### config.mk
export PLATFORM = sky130hd
export DESIGN_NAME = stage_if_prefetch_flat
export DESIGN_NICKNAME = d
export VERILOG_FILES = /design/src/rtl/stage_if_prefetch_if.sv /design/src/rtl/stage_if_prefetch.sv /design/src/flat_wrapper.sv
export SDC_FILE = /design/constraint.sdc
export NUM_CORES = 1
export LEC_CHECK = 0
export BUFFER_PORTS_ARGS = -buffer_cell sky130_fd_sc_hd__clkbuf_2
export CORE_AREA = 2 2 162 164
export CTS_BUF_LIST = sky130_fd_sc_hd__clkbuf_8 sky130_fd_sc_hd__clkbuf_16
export CTS_CLUSTER_SIZE = 30
export DETAILED_ROUTE_END_ITERATION = 6
export DIE_AREA = 0 0 164 166
export PLACE_DENSITY = 0.76
export SLEW_MARGIN = 20
export SYNTH_ARGS = -nofsm -noshare
export SYNTH_HDL_FRONTEND = slang
export SYNTH_SLANG_ARGS = --single-unit
### constraint.sdc
create_clock -name clk -period 4.6 [get_ports clk]
set_input_delay 0.92 -clock clk [delete_from_list [all_inputs] [get_ports clk]]
set_output_delay 0.92 -clock clk [all_outputs]
set_load 0.1 [all_outputs]
### src/rtl/stage_if_prefetch_if.sv
`default_nettype none
// +--------------------------------------------------------------------+
// | stage_if_prefetch_if: fetch-to-memory read/ready bus               |
// | Rev 1.0                                                            |
// +--------------------------------------------------------------------+
interface stage_if_prefetch_if #(
  parameter int ADDR_W = 32,
  parameter int INST_W = 32
);
  logic              ram_read;
  logic [ADDR_W-1:0] ram_addr;
  logic              ram_ready;
  logic [INST_W-1:0] ram_data;

  modport master (output ram_read, output ram_addr, input ram_ready, input ram_data);
  modport slave  (input ram_read, input ram_addr, output ram_ready, output ram_data);
endinterface
`default_nettype wire

### src/rtl/stage_if_prefetch.sv
`default_nettype none
// +--------------------------------------------------------------------+
// | stage_if_prefetch: instruction fetch stage with prefetch FIFO      |
// | Rev 1.0                                                            |
// +--------------------------------------------------------------------+
module stage_if_prefetch #(
  parameter int                ADDR_W   = 32,
  parameter int                INST_W   = 32,
  parameter int                DEPTH    = 4,
  parameter logic [ADDR_W-1:0] RESET_PC = '0,
  parameter int                PC_STEP  = 4
) (
  input  wire logic                         clk,
  input  wire logic                         reset,
  input  wire logic                         br_valid,
  input  wire logic [ADDR_W-1:0]            br_target,
  input  wire logic                         stall_down,
  stage_if_prefetch_if.master               mem,
  output logic                              valid_o,
  output logic [ADDR_W-1:0]                 pc_o,
  output logic [INST_W-1:0]                 inst_o,
  output logic                              stall_if,
  output logic [$clog2(DEPTH+1)-1:0]        count
);

  localparam int PTR_W = $clog2(DEPTH);
  localparam int CNT_W = $clog2(DEPTH+1);

  typedef enum logic [1:0] {
    S_IDLE    = 2'd0,
    S_REQ     = 2'd1,
    S_DISCARD = 2'd2
  } state_t;

  state_t            r_state;
  logic [ADDR_W-1:0] r_pc;
  logic              r_ram_read;
  logic [ADDR_W-1:0] r_ram_addr;
  logic [PTR_W-1:0]  r_rd_ptr;
  logic [PTR_W-1:0]  r_wr_ptr;
  logic [CNT_W-1:0]  r_count;
  logic [ADDR_W-1:0] r_pc_mem   [DEPTH];
  logic [INST_W-1:0] r_inst_mem [DEPTH];

  logic              w_valid;
  logic              w_pop;
  logic              w_push;
  logic [CNT_W-1:0]  w_next_count;
  logic [ADDR_W-1:0] w_br_pc;
  logic [ADDR_W-1:0] w_pc_inc;

  assign w_valid      = (r_count != '0);
  assign w_pop        = w_valid && !stall_down && !br_valid;
  assign w_push       = (r_state == S_REQ) && mem.ram_ready && !br_valid;
  assign w_next_count = r_count + CNT_W'(w_push) - CNT_W'(w_pop);
  assign w_br_pc      = br_target & ~ADDR_W'(3);
  assign w_pc_inc     = r_pc + ADDR_W'(PC_STEP);

  always_ff @(posedge clk or posedge reset) begin
    if (reset) begin
      r_state    <= S_IDLE;
      r_pc       <= RESET_PC;
      r_ram_read <= 1'b0;
      r_ram_addr <= '0;
      r_rd_ptr   <= '0;
      r_wr_ptr   <= '0;
      r_count    <= '0;
    end else if (br_valid) begin
      // Flush; an outstanding request is never aborted, only marked stale.
      r_pc     <= w_br_pc;
      r_rd_ptr <= '0;
      r_wr_ptr <= '0;
      r_count  <= '0;
      if (r_state == S_IDLE || mem.ram_ready) begin
        r_ram_read <= 1'b1;
        r_ram_addr <= w_br_pc;
        r_state    <= S_REQ;
      end else begin
        r_state <= S_DISCARD;
      end
    end else begin
      r_count <= w_next_count;
      if (w_pop)  r_rd_ptr <= r_rd_ptr + PTR_W'(1);
      if (w_push) r_wr_ptr <= r_wr_ptr + PTR_W'(1);
      case (r_state)
        S_IDLE: begin
          if (r_count < CNT_W'(DEPTH)) begin
            r_ram_read <= 1'b1;
            r_ram_addr <= r_pc;
            r_state    <= S_REQ;
          end
        end
        S_REQ: begin
          if (mem.ram_ready) begin
            r_pc <= w_pc_inc;
            if (w_next_count < CNT_W'(DEPTH)) begin
              r_ram_addr <= w_pc_inc;
            end else begin
              r_ram_read <= 1'b0;
              r_state    <= S_IDLE;
            end
          end
        end
        S_DISCARD: begin
          if (mem.ram_ready) begin
            r_ram_addr <= r_pc;
            r_state    <= S_REQ;
          end
        end
        default: r_state <= S_IDLE;
      endcase
    end
  end

  // Storage needs no reset: the head is qualified by the occupancy count.
  always_ff @(posedge clk) begin
    if (w_push) begin
      r_pc_mem[r_wr_ptr]   <= r_ram_addr;
      r_inst_mem[r_wr_ptr] <= mem.ram_data;
    end
  end

  assign mem.ram_read = r_ram_read;
  assign mem.ram_addr = r_ram_addr;
  assign valid_o      = w_valid;
  assign stall_if     = !w_valid;
  assign count        = r_count;
  assign pc_o         = w_valid ? r_pc_mem[r_rd_ptr]   : '0;
  assign inst_o       = w_valid ? r_inst_mem[r_rd_ptr] : '0;

endmodule
`default_nettype wire

### src/flat_wrapper.sv
// flat-port wrapper written by rule: the top's interface ports become plain ports
module stage_if_prefetch_flat 
#(
  parameter int                ADDR_W   = 32,
  parameter int                INST_W   = 32,
  parameter int                DEPTH    = 4,
  parameter logic [ADDR_W-1:0] RESET_PC = '0,
  parameter int                PC_STEP  = 4
)
  (clk, reset, br_valid, br_target, stall_down, valid_o, pc_o, inst_o, stall_if, count, mem_ram_read, mem_ram_addr, mem_ram_ready, mem_ram_data);
  stage_if_prefetch_if #(.ADDR_W(ADDR_W), .INST_W(INST_W)) mem_i ();
  input  wire logic clk;
  input  wire logic reset;
  input  wire logic br_valid;
  input  wire logic [ADDR_W-1:0] br_target;
  input  wire logic stall_down;
  output logic valid_o;
  output logic [ADDR_W-1:0] pc_o;
  output logic [INST_W-1:0] inst_o;
  output logic stall_if;
  output logic [$clog2(DEPTH+1)-1:0] count;
  output wire logic [$bits(mem_i.ram_read)-1:0] mem_ram_read;
  output wire logic [$bits(mem_i.ram_addr)-1:0] mem_ram_addr;
  input wire logic [$bits(mem_i.ram_ready)-1:0] mem_ram_ready;
  input wire logic [$bits(mem_i.ram_data)-1:0] mem_ram_data;
  assign mem_ram_read = mem_i.ram_read;
  assign mem_ram_addr = mem_i.ram_addr;
  assign mem_i.ram_ready = mem_ram_ready;
  assign mem_i.ram_data = mem_ram_data;
  stage_if_prefetch #(.ADDR_W(ADDR_W), .INST_W(INST_W), .DEPTH(DEPTH), .RESET_PC(RESET_PC), .PC_STEP(PC_STEP)) u_core (.clk(clk), .reset(reset), .br_valid(br_valid), .br_target(br_target), .stall_down(stall_down), .mem(mem_i), .valid_o(valid_o), .pc_o(pc_o), .inst_o(inst_o), .stall_if(stall_if), .count(count));
endmodule
==> metrics <==
status=finished clean; PortBufs=168; antenna violations before repair=0; crit path launch type=flip-flop; I/O pin count=171; min-delay src=u_core.mem.ram_read; count of different cell masters after synthesis=55; core area=25600 µm²; CP startpoint=u_core.count[2]; ANT nets after route=0; Worst Clk Skew=0.0120 ns; Final period util=0.806; # setup viols final=0; Slew Limit Fails=0; H-tree levels=2; Netlist Area Pre-Place=13900 µm²; Final Hold Viols=0; share of cells above drive strength 1=0.315; CTS Root Cell=clkbuf_16; post-CTS sizing=0; vias in the first global route=7995; Placer Congestion=0.838; Worst Path Required=5.00 ns; Worst-Margin Slew=0.982 ns; clock buffer count from CTS=35; RR Startpoint=u_core.count[2]; Vias=7840; hold-fix buffers at CTS=0; iteration-0 DRC count of the detailed router=540; total wire length=27.8 mm; Area growth syn-to-layout=16.9%; Slew headroom=0.345; total clock sinks=323; CTS max path bufs=3; Avg Inst Size Synth=16.1 µm²; Global Route Usage Sum=0.211; Post-CTS Setup Inserts=0; CP arrival=4.11 ns; CP endpoint kind=flip-flop; post-detailed-route DRC marker count=0; Post-synth EDFFs=252; ys async rst share=0.220; DP HPWL=17.4 mm; ant diodes=0; worst-path fanout max=15; DR vias/cell=5.67; largest net degree at the start of global routing=65; worst skew pair latency=0.50 ns; Syn Nets=936; Tightest Hold Check Type=flip-flop to flip-flop; utilization after layout=0.632; Setup TNS=0 ns; # rows=59; synth warn=0; CTS tree=built; Pre-antenna DRT Iters=5; FF+latch count, synth=323; Nets=1100; Synth Flop Type=edfxtp_1; RSZ-0062 raised after global routing=false; CP Class=flip-flop to flip-flop; total global routing overflow=0; placed cell areas=15000 µm²; Initial Util=0.541; first-pass GRT wire length=44.3 mm; WL/cell=20.1 µm; maxcap violations=0; die height=166 µm; post-synthesis sequential area ratio=0.675; fmax=270 MHz; Gate Count Post-Synth=859; Final Cell Area=16200 µm²; fin crit period=3.71 ns; Clock transition at path regs=0.06 ns; die outline area=27200 µm²; Die Wd=164 µm
## routing by layer
layer	GRT usage	vias up	part of all wire	wire, µm
met5	0	-	0	0
met4	0.0652	0	0.022	624
met3	0.0330	47	0.055	1520
met2	0.343	246	0.49	13800
met1	0.297	3938	0.43	11900
li1	-	3609	-	-
## path summary, 6_finish.rpt
kind,to,slack (ns),cells after the start
max,u_core.mem.ram_addr[26],0.89,14
min in group asynchronous,u_core.r_state[0],0.64,2
min reg2reg,u_core.mem.ram_read,0.52,1
max in group asynchronous,u_core.mem.ram_addr[23],3.01,3
min,u_core.mem.ram_read,0.52,1
max reg2reg,u_core.mem.ram_addr[26],0.89,14
## logic make-up after synthesis
family / synth area share
adder cells (fa/ha/maj): 0.00777
XOR/XNOR: 0.0373
buffers and inverters: 0.0210
multiplexers: 0.129
AND/OR/NAND/NOR: 0.0982
AO/OA/AOI/OAI: 0.0325
flip-flops: 0.675
## critical path, stage by stage (launching register included)
cell	delay [ns]
dfrtp_1	0.45
or3_2	0.49
inv_1	0.10
nor3_1	0.05
ha_1	0.27
inv_1	0.05
ha_1	0.13
inv_1	0.05
fa_1	0.37
xnor2_1	0.26
xor2_1	0.19
a41oi_4	0.57
buf_4	0.32
nor3_1	0.07
a221oi_1	0.22
## final cells by class
type                            count  area (µm²)
Multi-Input combinational cell    466        4240
Tap cell                          335         419
Inverter                           17        63.8
Clock inverter                     22         238
Fill cell                        1857        9420
Clock buffer                       39         931
Timing Repair Buffer              180         956
Sequential cell                   323        9350
## registers in the layout, indices dropped and copies added, names as in the netlist
register and count:
u_core.r_inst_mem 128, u_core.r_pc_mem 124, u_core.r_pc 30, u_core.mem.ram_addr 31, u_core.r_rd_ptr 2, u_core.r_state 2
u_core.r_wr_ptr 2, u_core.count 3, u_core.mem.ram_read 1
## cells in the mapped netlist, types with 19 or more instances
cell	number	area share
and2_1	70	0.032
clkbuf_1	31	0.0084
dfrtp_1	71	0.13
edfxtp_1	252	0.55
mux4_2	63	0.10
nand2_1	37	0.010
nand3_1	22	0.0079
nor2_1	27	0.0073
nor3_1	19	0.0069
xnor2_1	19	0.012
xor2_1	40	0.025
## cells in the final DEF (no fill, tap or decap), drive strengths merged, types with 3 or more instances in the layout
cell	netlist	final
nand3	24	24
bufinv	0	5
a211oi	3	3
nand2	37	37
mux2	17	17
a21oi	17	17
nor3	20	20
a21boi	10	10
dfrtp	71	71
nor2	27	27
clkbuf	32	207
nor4	10	10
nand4	17	17
edfxtp	252	252
and3	4	4
clkinv	0	10
buf	21	12
and2	71	71
mux4	63	63
xnor2	19	19
ha	7	7
o21ai	15	15
inv	17	24
mux2i	17	17
nand2b	9	9
a221oi	7	7
o31ai	4	4
xor2	40	40
## per-stage QoR
| stage | cells | hold slack [ns] | setup WS [ns] |
|---|---|---|---|
| 6_report | 1382 | 0.523 | 0.891 |
| 5_1_grt | 1382 | 0.567 | 0.541 |
| 4_1_cts | 1382 | 0.532 | 0.858 |
| 3_5_place_dp | 1321 | 0.518 | 0.663 |
| 3_3_place_gp | 1321 | 0.506 | 0.716 |
| 2_1_floorplan | 859 | 0.543 | 0.277 |
Power is left out: the tool's default activity adds up to more than one toggle a clock period on the data nets, which glitch-free logic cannot reach.
